==> src/rtl/blink_sequencer_if.sv <==
// Configuration handshake bundle for blink_sequencer: one valid/ready offer
// carrying the four pattern fields.
interface blink_sequencer_if;
  logic       cfg_valid;
  logic [3:0] cfg_on;
  logic [3:0] cfg_off;
  logic [3:0] cfg_count;
  logic [3:0] cfg_pause;
  logic       cfg_ready;

  modport master (
    output cfg_valid, cfg_on, cfg_off, cfg_count, cfg_pause,
    input  cfg_ready
  );

  modport slave (
    input  cfg_valid, cfg_on, cfg_off, cfg_count, cfg_pause,
    output cfg_ready
  );
endinterface

==> src/rtl/blink_sequencer.sv <==
// LED burst generator: N blinks then a pause, timed in prescaler ticks. New
// configuration waits in a shadow register and is adopted only at burst edges.
module blink_sequencer #(
  parameter int unsigned CNT_W    = 26,
  parameter int unsigned PRESCALE = 3000000
) (
  input  logic               clk,
  input  logic               rst,
  input  logic               enable_i,
  blink_sequencer_if.slave   cfg_if,
  output logic               led_o,
  output logic               busy_o,
  output logic               burst_done_o,
  output logic               tick_o,
  output logic [CNT_W-1:0]   presc_o
);

  typedef enum logic [1:0] {S_IDLE, S_ON, S_OFF, S_PAUSE} state_t;

  typedef struct packed {
    logic [3:0] on;
    logic [3:0] off;
    logic [3:0] count;
    logic [3:0] pause;
  } cfg_t;

  localparam logic [CNT_W-1:0] PRESC_LAST = CNT_W'(PRESCALE - 1);

  state_t             state_q, state_d;
  logic [CNT_W-1:0]   presc_q, presc_d;
  logic [3:0]         phase_q, phase_d;
  logic [3:0]         blink_q, blink_d;
  cfg_t               act_q, act_d;
  cfg_t               shadow_q, shadow_d;
  logic               pending_q, pending_d;
  logic               led_q, led_d;

  cfg_t               cfg_in;
  logic               tick;
  logic               xfer;
  logic               load;
  logic               reload;
  logic               burst_done;
  logic               phase_end;
  logic [3:0]         phase_len;

  assign cfg_in = '{on: cfg_if.cfg_on, off: cfg_if.cfg_off,
                    count: cfg_if.cfg_count, pause: cfg_if.cfg_pause};

  // Presc is held at 0 in IDLE and PRESCALE >= 2, so tick can never fire there.
  assign tick             = (presc_q == PRESC_LAST);
  assign cfg_if.cfg_ready = !rst && ((state_q == S_IDLE) || !pending_q);
  assign xfer             = cfg_if.cfg_valid && cfg_if.cfg_ready;

  always_comb begin
    phase_len = 4'd1;
    case (state_q)
      S_ON:    phase_len = (act_q.on  == 4'd0) ? 4'd1 : act_q.on;
      S_OFF:   phase_len = (act_q.off == 4'd0) ? 4'd1 : act_q.off;
      S_PAUSE: phase_len = act_q.pause;
      default: phase_len = 4'd1;
    endcase
  end

  assign phase_end = tick && (phase_q == phase_len - 4'd1);

  // NOTE: every signal written below gets a default first, so no path through
  // the block leaves one unassigned and no latch is inferred.
  always_comb begin
    state_d    = state_q;
    presc_d    = tick ? '0 : presc_q + 1'b1;
    phase_d    = phase_q;
    blink_d    = blink_q;
    act_d      = act_q;
    shadow_d   = xfer ? cfg_in : shadow_q;
    load       = 1'b0;
    reload     = 1'b0;
    burst_done = 1'b0;

    if (state_q == S_IDLE) begin
      presc_d = '0;
      if (enable_i && shadow_q.count != 4'd0) begin
        load    = 1'b1;
        state_d = S_ON;
        phase_d = '0;
        blink_d = '0;
      end
    end else if (!enable_i) begin
      state_d = S_IDLE;
      presc_d = '0;
      phase_d = '0;
      blink_d = '0;
    end else begin
      if (tick) phase_d = phase_q + 4'd1;
      if (phase_end) begin
        phase_d = '0;
        case (state_q)
          S_ON: state_d = S_OFF;
          S_OFF: begin
            if ({1'b0, blink_q} + 5'd1 < {1'b0, act_q.count}) begin
              blink_d = blink_q + 4'd1;
              state_d = S_ON;
            end else begin
              burst_done = 1'b1;
              blink_d    = '0;
              if (act_q.pause != 4'd0) state_d = S_PAUSE;
              else                     reload  = 1'b1;
            end
          end
          default: reload = 1'b1;
        endcase
      end
      // Burst boundary: adopt the old shadow even if a new offer lands now.
      if (reload) begin
        load    = 1'b1;
        state_d = (shadow_q.count != 4'd0) ? S_ON : S_IDLE;
      end
    end

    if (load) act_d = shadow_q;

    if (xfer && (state_q != S_IDLE || load)) pending_d = 1'b1;
    else if (load)                           pending_d = 1'b0;
    else                                     pending_d = pending_q;

    led_d = (state_d == S_ON);
  end

  // NOTE: state registers use non-blocking assignments so every flop samples
  // the pre-edge values of the others, independent of statement order.
  always_ff @(posedge clk or posedge rst) begin
    if (rst) begin
      state_q   <= S_IDLE;
      presc_q   <= '0;
      phase_q   <= '0;
      blink_q   <= '0;
      act_q     <= '0;
      shadow_q  <= '0;
      pending_q <= 1'b0;
      led_q     <= 1'b0;
    end else begin
      state_q   <= state_d;
      presc_q   <= presc_d;
      phase_q   <= phase_d;
      blink_q   <= blink_d;
      act_q     <= act_d;
      shadow_q  <= shadow_d;
      pending_q <= pending_d;
      led_q     <= led_d;
    end
  end

  assign led_o        = led_q;
  assign busy_o       = (state_q != S_IDLE);
  assign burst_done_o = burst_done;
  assign tick_o       = tick;
  assign presc_o      = presc_q;

endmodule

==> src/flat_wrapper.sv <==
// flat-port wrapper written by rule: the top's interface ports become plain ports
module blink_sequencer_flat 
#(
  parameter int unsigned CNT_W    = 26,
  parameter int unsigned PRESCALE = 3000000
)
  (clk, rst, enable_i, led_o, busy_o, burst_done_o, tick_o, presc_o, cfg_if_cfg_valid, cfg_if_cfg_on, cfg_if_cfg_off, cfg_if_cfg_count, cfg_if_cfg_pause, cfg_if_cfg_ready);
  blink_sequencer_if cfg_if_i ();
  input  logic clk;
  input  logic rst;
  input  logic enable_i;
  output logic led_o;
  output logic busy_o;
  output logic burst_done_o;
  output logic tick_o;
  output logic [CNT_W-1:0] presc_o;
  input wire logic [$bits(cfg_if_i.cfg_valid)-1:0] cfg_if_cfg_valid;
  input wire logic [$bits(cfg_if_i.cfg_on)-1:0] cfg_if_cfg_on;
  input wire logic [$bits(cfg_if_i.cfg_off)-1:0] cfg_if_cfg_off;
  input wire logic [$bits(cfg_if_i.cfg_count)-1:0] cfg_if_cfg_count;
  input wire logic [$bits(cfg_if_i.cfg_pause)-1:0] cfg_if_cfg_pause;
  output wire logic [$bits(cfg_if_i.cfg_ready)-1:0] cfg_if_cfg_ready;
  assign cfg_if_i.cfg_valid = cfg_if_cfg_valid;
  assign cfg_if_i.cfg_on = cfg_if_cfg_on;
  assign cfg_if_i.cfg_off = cfg_if_cfg_off;
  assign cfg_if_i.cfg_count = cfg_if_cfg_count;
  assign cfg_if_i.cfg_pause = cfg_if_cfg_pause;
  assign cfg_if_cfg_ready = cfg_if_i.cfg_ready;
  blink_sequencer #(.CNT_W(CNT_W), .PRESCALE(PRESCALE)) u_core (.clk(clk), .rst(rst), .enable_i(enable_i), .cfg_if(cfg_if_i), .led_o(led_o), .busy_o(busy_o), .burst_done_o(burst_done_o), .tick_o(tick_o), .presc_o(presc_o));
endmodule
==> config.mk <==
export PLATFORM = sky130hd
export DESIGN_NAME = blink_sequencer_flat
export DESIGN_NICKNAME = d
export VERILOG_FILES = /design/src/rtl/blink_sequencer_if.sv /design/src/rtl/blink_sequencer.sv /design/src/flat_wrapper.sv
export SDC_FILE = /design/constraint.sdc
export NUM_CORES = 1
export LEC_CHECK = 0
export BUFFER_PORTS_ARGS = -buffer_cell sky130_fd_sc_hd__clkbuf_2
export CAP_MARGIN = 20
export CORE_ASPECT_RATIO = 0.5
export CORE_MARGIN = 4
export CORE_UTILIZATION = 49
export DETAILED_ROUTE_END_ITERATION = 12
export GPL_TIMING_DRIVEN = 0
export PLACE_DENSITY_LB_ADDON = 0.08
export SYNTH_ARGS = -nofsm -noshare
export SYNTH_HDL_FRONTEND = slang
export SYNTH_SLANG_ARGS = --single-unit
==> constraint.sdc <==
create_clock -name clk -period 3.8 [get_ports clk]
set_clock_uncertainty 0.1 [all_clocks]
set_input_delay 0.38 -clock clk [delete_from_list [all_inputs] [get_ports clk]]
set_output_delay 0.38 -clock clk [all_outputs]
set_load 0.01 [all_outputs]
; ---- Yosys cells after proc, flatten, opt, wreduce, memory -nomap -nowiden
; Index checks and enable logic that the tools add are counted.
[totals]
ff_bits = 70
inputBits = 20
output_inout_bits = 31
word_cells = 90
[op_classes]
addsub = 5
magnitude_cmp = 1
n_eq_ne = 10
mux = 42
n_reduce_logical = 18
[ops]
columns = operator, count
row1 = $mux W26, 3
row2 = $mux W4, 12
row3 = $add A26 B1 Y26 const B, 1
row4 = $eq A26 B22 Y1 const B, 1
row5 = $mux W1, 17
row6 = $mux W2, 7
row7 = $pmux W4 S3, 1
row8 = $add A4 B1 Y4 const B, 2
row9 = $logic_not A4 Y1, 2
row10 = $reduce_bool A4 Y1, 2
row11 = $ne A3 B1 Y1 const B, 2
row12 = $add A4 B1 Y5 const B, 1
row13 = $logic_and A1 B1 Y1, 5
row14 = $lt A5 B4 Y1, 1
row15 = $eq A2 B1 Y1 const B, 2
row16 = $eq A2 B2 Y1 const B, 2
row17 = $eq A4 B4 Y1, 1
row18 = $ne A4 B1 Y1 const B, 1
row19 = $pmux W2 S2, 1
row20 = $reduce_bool A2 Y1, 2
row21 = $sub A4 B1 Y4 const B, 1
row22 = $reduce_and A3 Y1, 1
row23 = $logic_not A1 Y1, 2
row24 = $logic_not A2 Y1, 1
row25 = 4 further kinds, 5

; ---- Logic depth before layout (Yosys ltp)
; Gate-level depths: netlist (run 1).
[logic_depth]
ltp_word = 15
ltp_mapped = 14
mapped_depth_nobuf = 12

; ---- Least setup slack after synthesis (run 1)
; No wires, ideal clock.
[synth_timing]
path_kind = register to register
from = register u_core.state_q[0]
to = register u_core.act_q[10] in the netlist's numbering
setup_time_ps = 125
arrival_ps = 3010
required_ps = 3575
path_slack_ps = 565
path_stages_with_launch = 15
n_path_buf = 2
period_less_slack_ps = 3235
cell_sequence = dfrtp_1 -> inv_1 -> ha_1 -> clkbuf_1 -> nor4b_1 -> nor2_1 -> and2_1 -> ha_1 -> xor2_1 -> xnor2_1 -> o2111ai_4 -> nor2_4 -> a32oi_4 -> buf_6 -> mux2_4
[synth_via]
elab_chain_cells = 11
elab_cells_between_ends = 15
cone_classes = add/sub (1) / eq/ne (4) / mux (8) / reduce/logical (2)
[synth_lines]
columns = element, line
row1 = start: declaration, blink_sequencer.sv:29  ; state_t state_q, state_d;
row2 = start signal: assignment, blink_sequencer.sv:142  ; state_q <= state_d;
row3 = $eq A2 B2 Y1 (tied with other cells), blink_sequencer.sv:57  ; case (state_q)
row4 = $pmux W4 S3, blink_sequencer.sv:57
row5 = $sub A4 B1 Y4, blink_sequencer.sv:65  ; assign phase_end = tick && (phase_q == phase_len - 4'd1);
row6 = $eq A4 B4 Y1, blink_sequencer.sv:65
row7 = $logic_and A1 B1 Y1, blink_sequencer.sv:65
row8 = $mux W1, blink_sequencer.sv:95  ; if (phase_end) begin
row9 = $mux W1, blink_sequencer.sv:88  ; end else if (!enable_i) begin
row10 = $mux W1, blink_sequencer.sv:80  ; if (state_q == S_IDLE) begin
row11 = $mux W1, blink_sequencer.sv:114  ; if (reload) begin
row12 = $mux W1, blink_sequencer.sv:88
row13 = $mux W1 (*), blink_sequencer.sv:80
row14 = end signal: assignment, blink_sequencer.sv:146  ; act_q <= act_d;
row15 = end: declaration, blink_sequencer.sv:33  ; cfg_t act_q, act_d;
; Every way passes the cells marked *; elsewhere a longest branch is shown, timed or not. The select of a mux whose other input is x is not followed.
; A chain may end at the register's enable or synchronous reset.

; ---- Worst setup path after layout (run 1)
[layout_timing]
from = register u_core.state_q[0]
to = register u_core.act_q[11] in the netlist's numbering
; Same word-level chain as after synthesis.

==> results of run 1 <==
-- cells in the final DEF, fill, tap and decap left out, drive strengths merged, types with 7 or more instances in the layout --
cell type	Yosys	routed
mux2	37	37
xor2	23	23
nor2	40	40
o21ai	7	7
nand3	15	15
ha	11	11
xnor2	10	10
inv	10	10
dfrtp	70	70
clkbuf	6	68
a21oi	8	8
nand2	18	18
and3	11	11
-- through the flow --
stage	total power [uW]	setup slack, ns
2_1_floorplan	1750	0.565
3_3_place_gp	1930	0.170
3_5_place_dp	1970	0.0167
4_1_cts	2740	0.0537
5_1_grt	2920	0.0107
6_report	2750	0.260
-- power by group --
group          total, uW  internal, uW  leakage, uW  switching [uW]
registers           1100           937     0.000898             167
logic                886           426     0.000953             459
clock network        757           456     0.000132             301
total               2750          1820      0.00198             927
-- worst max-delay path by stage --
stage | start | endpoint | slack [ns]
after floorplan | u_core.state_q[0]$_DFF_PP0_ | u_core.act_q[10]$_DFFE_PP0P_ | 0.56
after global placement | u_core.state_q[0]$_DFF_PP0_ | u_core.act_q[4]$_DFFE_PP0P_ | 0.17
after detailed placement | u_core.state_q[0]$_DFF_PP0_ | u_core.act_q[15]$_DFFE_PP0P_ | 0.02
after CTS | u_core.state_q[0]$_DFF_PP0_ | burst_done_o | 0.05
after global routing | u_core.state_q[0]$_DFF_PP0_ | burst_done_o | 0.01
final | u_core.state_q[0]$_DFF_PP0_ | u_core.act_q[11]$_DFFE_PP0P_ | 0.26
-- critical path, stage by stage (launching register included) --
cell       delay, ns
dfrtp_1         0.41
inv_1           0.11
ha_1            0.20
clkbuf_1        0.21
a221o_1         0.33
nor2_2          0.16
and2_1          0.15
ha_1            0.23
xnor2_1         0.21
inv_1           0.11
o2111ai_4       0.17
nor2_4          0.09
a32oi_4         0.38
buf_6           0.25
mux2_4          0.31
-- registers in the layout, indices dropped and copies added, names as in the netlist --
name and flops:
u_core.blink_q 4, u_core.led_o 1, u_core.phase_q 4, u_core.presc_o 26, u_core.shadow_q 16, u_core.state_q 2, u_core.pending_q 1, u_core.act_q 16
-- per-layer routing --
layer / wire [um] / GRT usage, % / vias to the layer above
met5: 0 / 0 / -
met4: 74 / 5.31 / 0
met3: 430 / 6.00 / 9
met2: 3500 / 31.4 / 53
met1: 3710 / 25.5 / 1341
li1: - / - / 1263
-- cell families (layout without fill, tap and decap cells) --
family                   count (synthesis)  count (layout)  share of synthesized area, %
multiplexers                            38              38                          12.8
flip-flops                              70              70                          48.4
adder cells (fa/ha/maj)                 11              11                          3.80
AND/OR/NAND/NOR                        117             117                          16.9
XOR/XNOR                                33              33                          8.20
AO/OA/AOI/OAI                           33              33                          7.75
buffers and inverters                   18              85                          2.07
-- layout make-up --
cell class | instances | area (sq um)
inverter | 10 | 37.5
multi-input combinational | 232 | 1820
sequential | 70 | 1750
clock inverter | 4 | 22.5
tap | 92 | 115
clock buffer | 12 | 246
buffer | 8 | 38.8
timing repair buffer | 51 | 270
fill | 579 | 2610
-- timing repair --
action / 4_1_cts / 5_1_grt
pin swaps: 0 / 2
endpoints found under the hold margin: 0 / 0
endpoints found under the setup margin: 1 / 11
gates resized for setup: 1 / 5
==> flow_summary.toml, run 1 <==
[status]
outcome = "finished, violations left"
violations = "negative hold slack"

[cts]
clock_latency_ns = 0.33
clk_pin_slew_ns = 0.06
htreeDepth = 3
clockBufferDepth = 2
clock_sinks = 70
cts_tree = "yes"
cts_setup_buffers = 0
numCtsBuffers = 9
cts-root-buf = "clkbuf_16"
ctsHoldBuffers = 0

[power_and_ir_drop]
ir_drop_mv = 0.250
power_density_mw_per_mm2 = 638
leakage_uw = 0.00198

[timing]
fin_crit_sh_pct = 93.2
period_needed_ns = 3.54
hold_viol_final = 1
setup_violations = 0
slew_viol_final = 0
grt_setup_unrepaired = "no"
setup_tns_ns = 0
slew_headroom_pct = 46.9
worst_hold_slack_ns = -0.00165
max_freq_mhz = 282
tightest_slew_ns = 0.795

[setup_path]
reg2reg_slack_ns = 0.26
rr_endpoint = "u_core.act_q[11]$_DFFE_PP0P_"
cp-end-kind = "register"
arrival_ns = 3.65
path_class = "reg2reg"
startpoint_type = "register"
reg2reg_depth = 14
r2r-start = "u_core.state_q[0]$_DFF_PP0_"
path_max_fanout = 10
worstPathRequired_ns = 3.91

[floorplanning]
ios = 51
chipHeight_um = 68.8
die_area_sq_mm = 0.00891
coreArea_sq_mm = 0.00691
num_rows = 21
die_w_um = 130
start_util_pct = 52.4

[finish]
drive_above_1_share_pct = 31.3
final_util_pct = 62.3
layout.nets = 413
area_delta_synth_final_pct = 18.9
final_area_sq_mm = 0.00430
n_antenna_cell = 0
final_cells = 479

[logic_synthesis]
seq_area_frac_synth_pct = 48.4
synth_top_area_share_pct = 48.4
yosys_register_bits = 70
postSynth.topFlopCell = "dfrtp_1"
synth_edf_count = 0
synth_area_leaders = "dfrtp_1 48%, mux2_2 8.4%, xor2_1 5.6%"
yosys_warnings = 0
ys_top_cells_by_count = "70 x dfrtp_1, 38 x nor2_1, 27 x mux2_2"
syn_nets = 351
ys_types = 49
synth.avg_cell_area_sq_um = 11.3
synth_area_sq_mm = 0.00362
synthMostInstantiatedCell = "dfrtp_1"
synth_area_leader_cell = "dfrtp_1"
async_flop_share_pct = 100
syn_inst = 320

[placement]
dp_hpwl_mm = 5.81
place_congestion = 0.842
dp_cells = 463
place_area_sq_mm = 0.00400
port_buffers = 50

[detailed_routing]
vias = 2666
drtIter0Drc = 99
firstDrtPassIters = 4
wirelength_mm = 7.71
antenna_left = 0
drc = 0
wl_per_cell_um = 16.1
via_per_inst = 5.57

[grt]
grt_overflow = 0
first_global_vias = 2722
grt_max_degree = 46
grt_usage_pct = 19.3
antenna_found_initial = 0
grt_pass1_wl_mm = 13.3

[run]
max_cap_violations = 0

[worst_hold_path]
min_path_type = "in2async"
No activity file was read; power rests on OpenSTA's default activity.
==> inputs of run 2 (changes only) <==
- REMOVE_ABC_BUFFERS: default -> 1
==> run 2 against run 1 <==
The flow now finishes without violations. Sequential power barely moved. Sequential share of layout area fell by 0.29 points. Non-clock buffer count fell by 8. Global-route usage fell by 0.53 points. Via count fell by 2.7%. First-iteration DRC count rose by 11%. Combinational power fell by 3.4%. Die area did not move. Register-to-register slack got worse by 0.04 ns. Clock-buffer cell count fell by 2. Cell area rose by 0.73%. Critical endpoint is now u_core.act_q[3]$_DFFE_PP0P_. Largest cell class unchanged. Largest power group unchanged. Highest routed layer unchanged.
==> flow_summary.toml, run 2 (synthesized netlist as in run 1, its figures left out) <==
[setup_path]
startpoint_type = "register"
path_buf_inv = 2
cp_top_family = "compound AO/OA/AOI/OAI gates"
path_max_fanout = 16
cp-end-kind = "register"
critPathSlowestCell = "a32oi_4"
path_class = "reg2reg"
worstPathRequired_ns = 3.92
max_stage_delay_ns = 0.64
arrival_ns = 3.69
cpMostUsedCell = "inv_1"
crit_path_cell_trace = "inv_1 > ha_2 > a221o_1 > nor2_1 > and2_1 > ha_1 > xnor2_1 > inv_1 > o2111ai_4 > nor2_4 > a32oi_4 > mux2_2"

[power_and_ir_drop]
p_comb_share_pct = 28.8
switching_share_pct = 30.8
p_seq_share_pct = 36.8
switching_power_uw = 917
ir_drop_mv = 0.366
power_density_mw_per_mm2 = 686
leakage_uw = 0.00200
p_clk_share_pct = 34.4
power.internal_uw = 2060
total_power_uw = 2980

[cts]
clk_pin_slew_ns = 0.06
clock_sinks = 70
numCtsBuffers = 9
htreeDepth = 3
cts_setup_buffers = 0
clockBufferDepth = 2
ctsResizeCount = 0
clock_latency_ns = 0.34
ctsHoldBuffers = 0
cts-root-buf = "clkbuf_16"
cts_tree = "yes"

[grt]
first_global_vias = 2603
grt_pass1_wl_mm = 12.7
grt_usage_pct = 18.8
antenna_found_initial = 0
grt_max_degree = 71
grt_overflow = 0

[status]
outcome = "complete, no violations"

[detailed_routing]
firstDrtPassIters = 4
antenna_left = 0
via_per_inst = 5.51
drtIter0Drc = 110
wirelength_mm = 7.64
vias = 2593
wl_per_cell_um = 16.2
drc = 0

[floorplanning]
die_area_sq_mm = 0.00891
start_util_pct = 52.4
num_rows = 21
coreArea_sq_mm = 0.00691
chipHeight_um = 68.8
die_w_um = 130
ios = 51

[finish]
largest_reg_flops = 26
n_antenna_cell = 0
final_util_pct = 62.7
layout.cells.most_common = "dfrtp_1"
drive_above_1_share_pct = 30.9
fill_cells = 571
mostFrequentLayoutCells = "70 x dfrtp_1, 50 x clkbuf_2, 38 x nor2_1"
regArea_sq_mm = 0.00175
multi_input_area_sq_mm = 0.00180
layout.nets = 405
area_delta_synth_final_pct = 19.8

[run]
max_cap_violations = 0

[timing]
max_freq_mhz = 280
tightest_slew_ns = 0.920
slew_viol_final = 0
fin_crit_sh_pct = 94.1
slew_headroom_pct = 38.6
grt_setup_unrepaired = "no"
hold_viol_final = 0
worst_hold_slack_ns = 0.127
setup_tns_ns = 0
setup_violations = 0
period_needed_ns = 3.58

[placement]
port_buffers = 50
dp_hpwl_mm = 5.37
place_congestion = 0.831

[worst_hold_path]
min_path_type = "in2async"
## run 2: power by group through the flow
stage               clock, uW  sequential [uW]  combinational, uW
global route             1080             1120                947
CTS                      1050             1090                850
global placement            0             1100                818
detailed placement          0             1100                840
finish                   1020             1100                856
floorplan                   0             1050                683
## run 2: layout make-up
cell class | instances | share of cell area, %
clock inverters | 6 | 3.09
repair buffers | 51 | 6.12
multi-input cells | 232 | 41.5
well taps | 92 | 2.66
inverters | 10 | 0.924
clock buffers | 10 | 5.28
flip-flops and latches | 70 | 40.4
## run 2: worst paths after layout
check                                          startpoint                               to  slack, ns  cells past startpoint
max                           u_core.state_q[0]$_DFF_PP0_      u_core.act_q[3]$_DFFE_PP0P_       0.22                     12
min                                                   rst  u_core.shadow_q[11]$_DFFE_PP0P_       0.13                      2
max reg2reg                   u_core.state_q[0]$_DFF_PP0_      u_core.act_q[3]$_DFFE_PP0P_       0.22                     12
min reg2reg                u_core.shadow_q[2]$_DFFE_PP0P_      u_core.act_q[2]$_DFFE_PP0P_       0.40                      1
max in group asynchronous                             rst   u_core.shadow_q[3]$_DFFE_PP0P_       2.93                      2
min in group clk                        cfg_if_cfg_off[0]   u_core.shadow_q[8]$_DFFE_PP0P_       0.17                      2
## run 2: metrics by stage
stage	area [sq um]	instances	setup slack [ns]
after floorplan	3580	312	0.527
after global placement	3950	454	0.135
after detailed placement	3950	454	0.105
after CTS	4310	470	0.0645
after global routing	4340	471	0.00790
final	4340	471	0.223
## run 2: worst reg2reg max path, delay by kind of cell (launching register included)
family	cells	cell delay [ns]
AO/OA/AOI/OAI	3	1.17
XOR/XNOR	1	0.20
adder cells (fa/ha/maj)	2	0.51
buffers and inverters	2	0.21
flip-flops	1	0.40
multiplexers	1	0.41
AND/OR/NAND/NOR	3	0.48
## run 2: routing by layer
metal  part of all wire, %  global-route usage [%]
met1                    47                    24.8
met2                    44                    29.4
met3                   7.1                    6.08
met4                   1.6                    6.99
met5                     0                       0
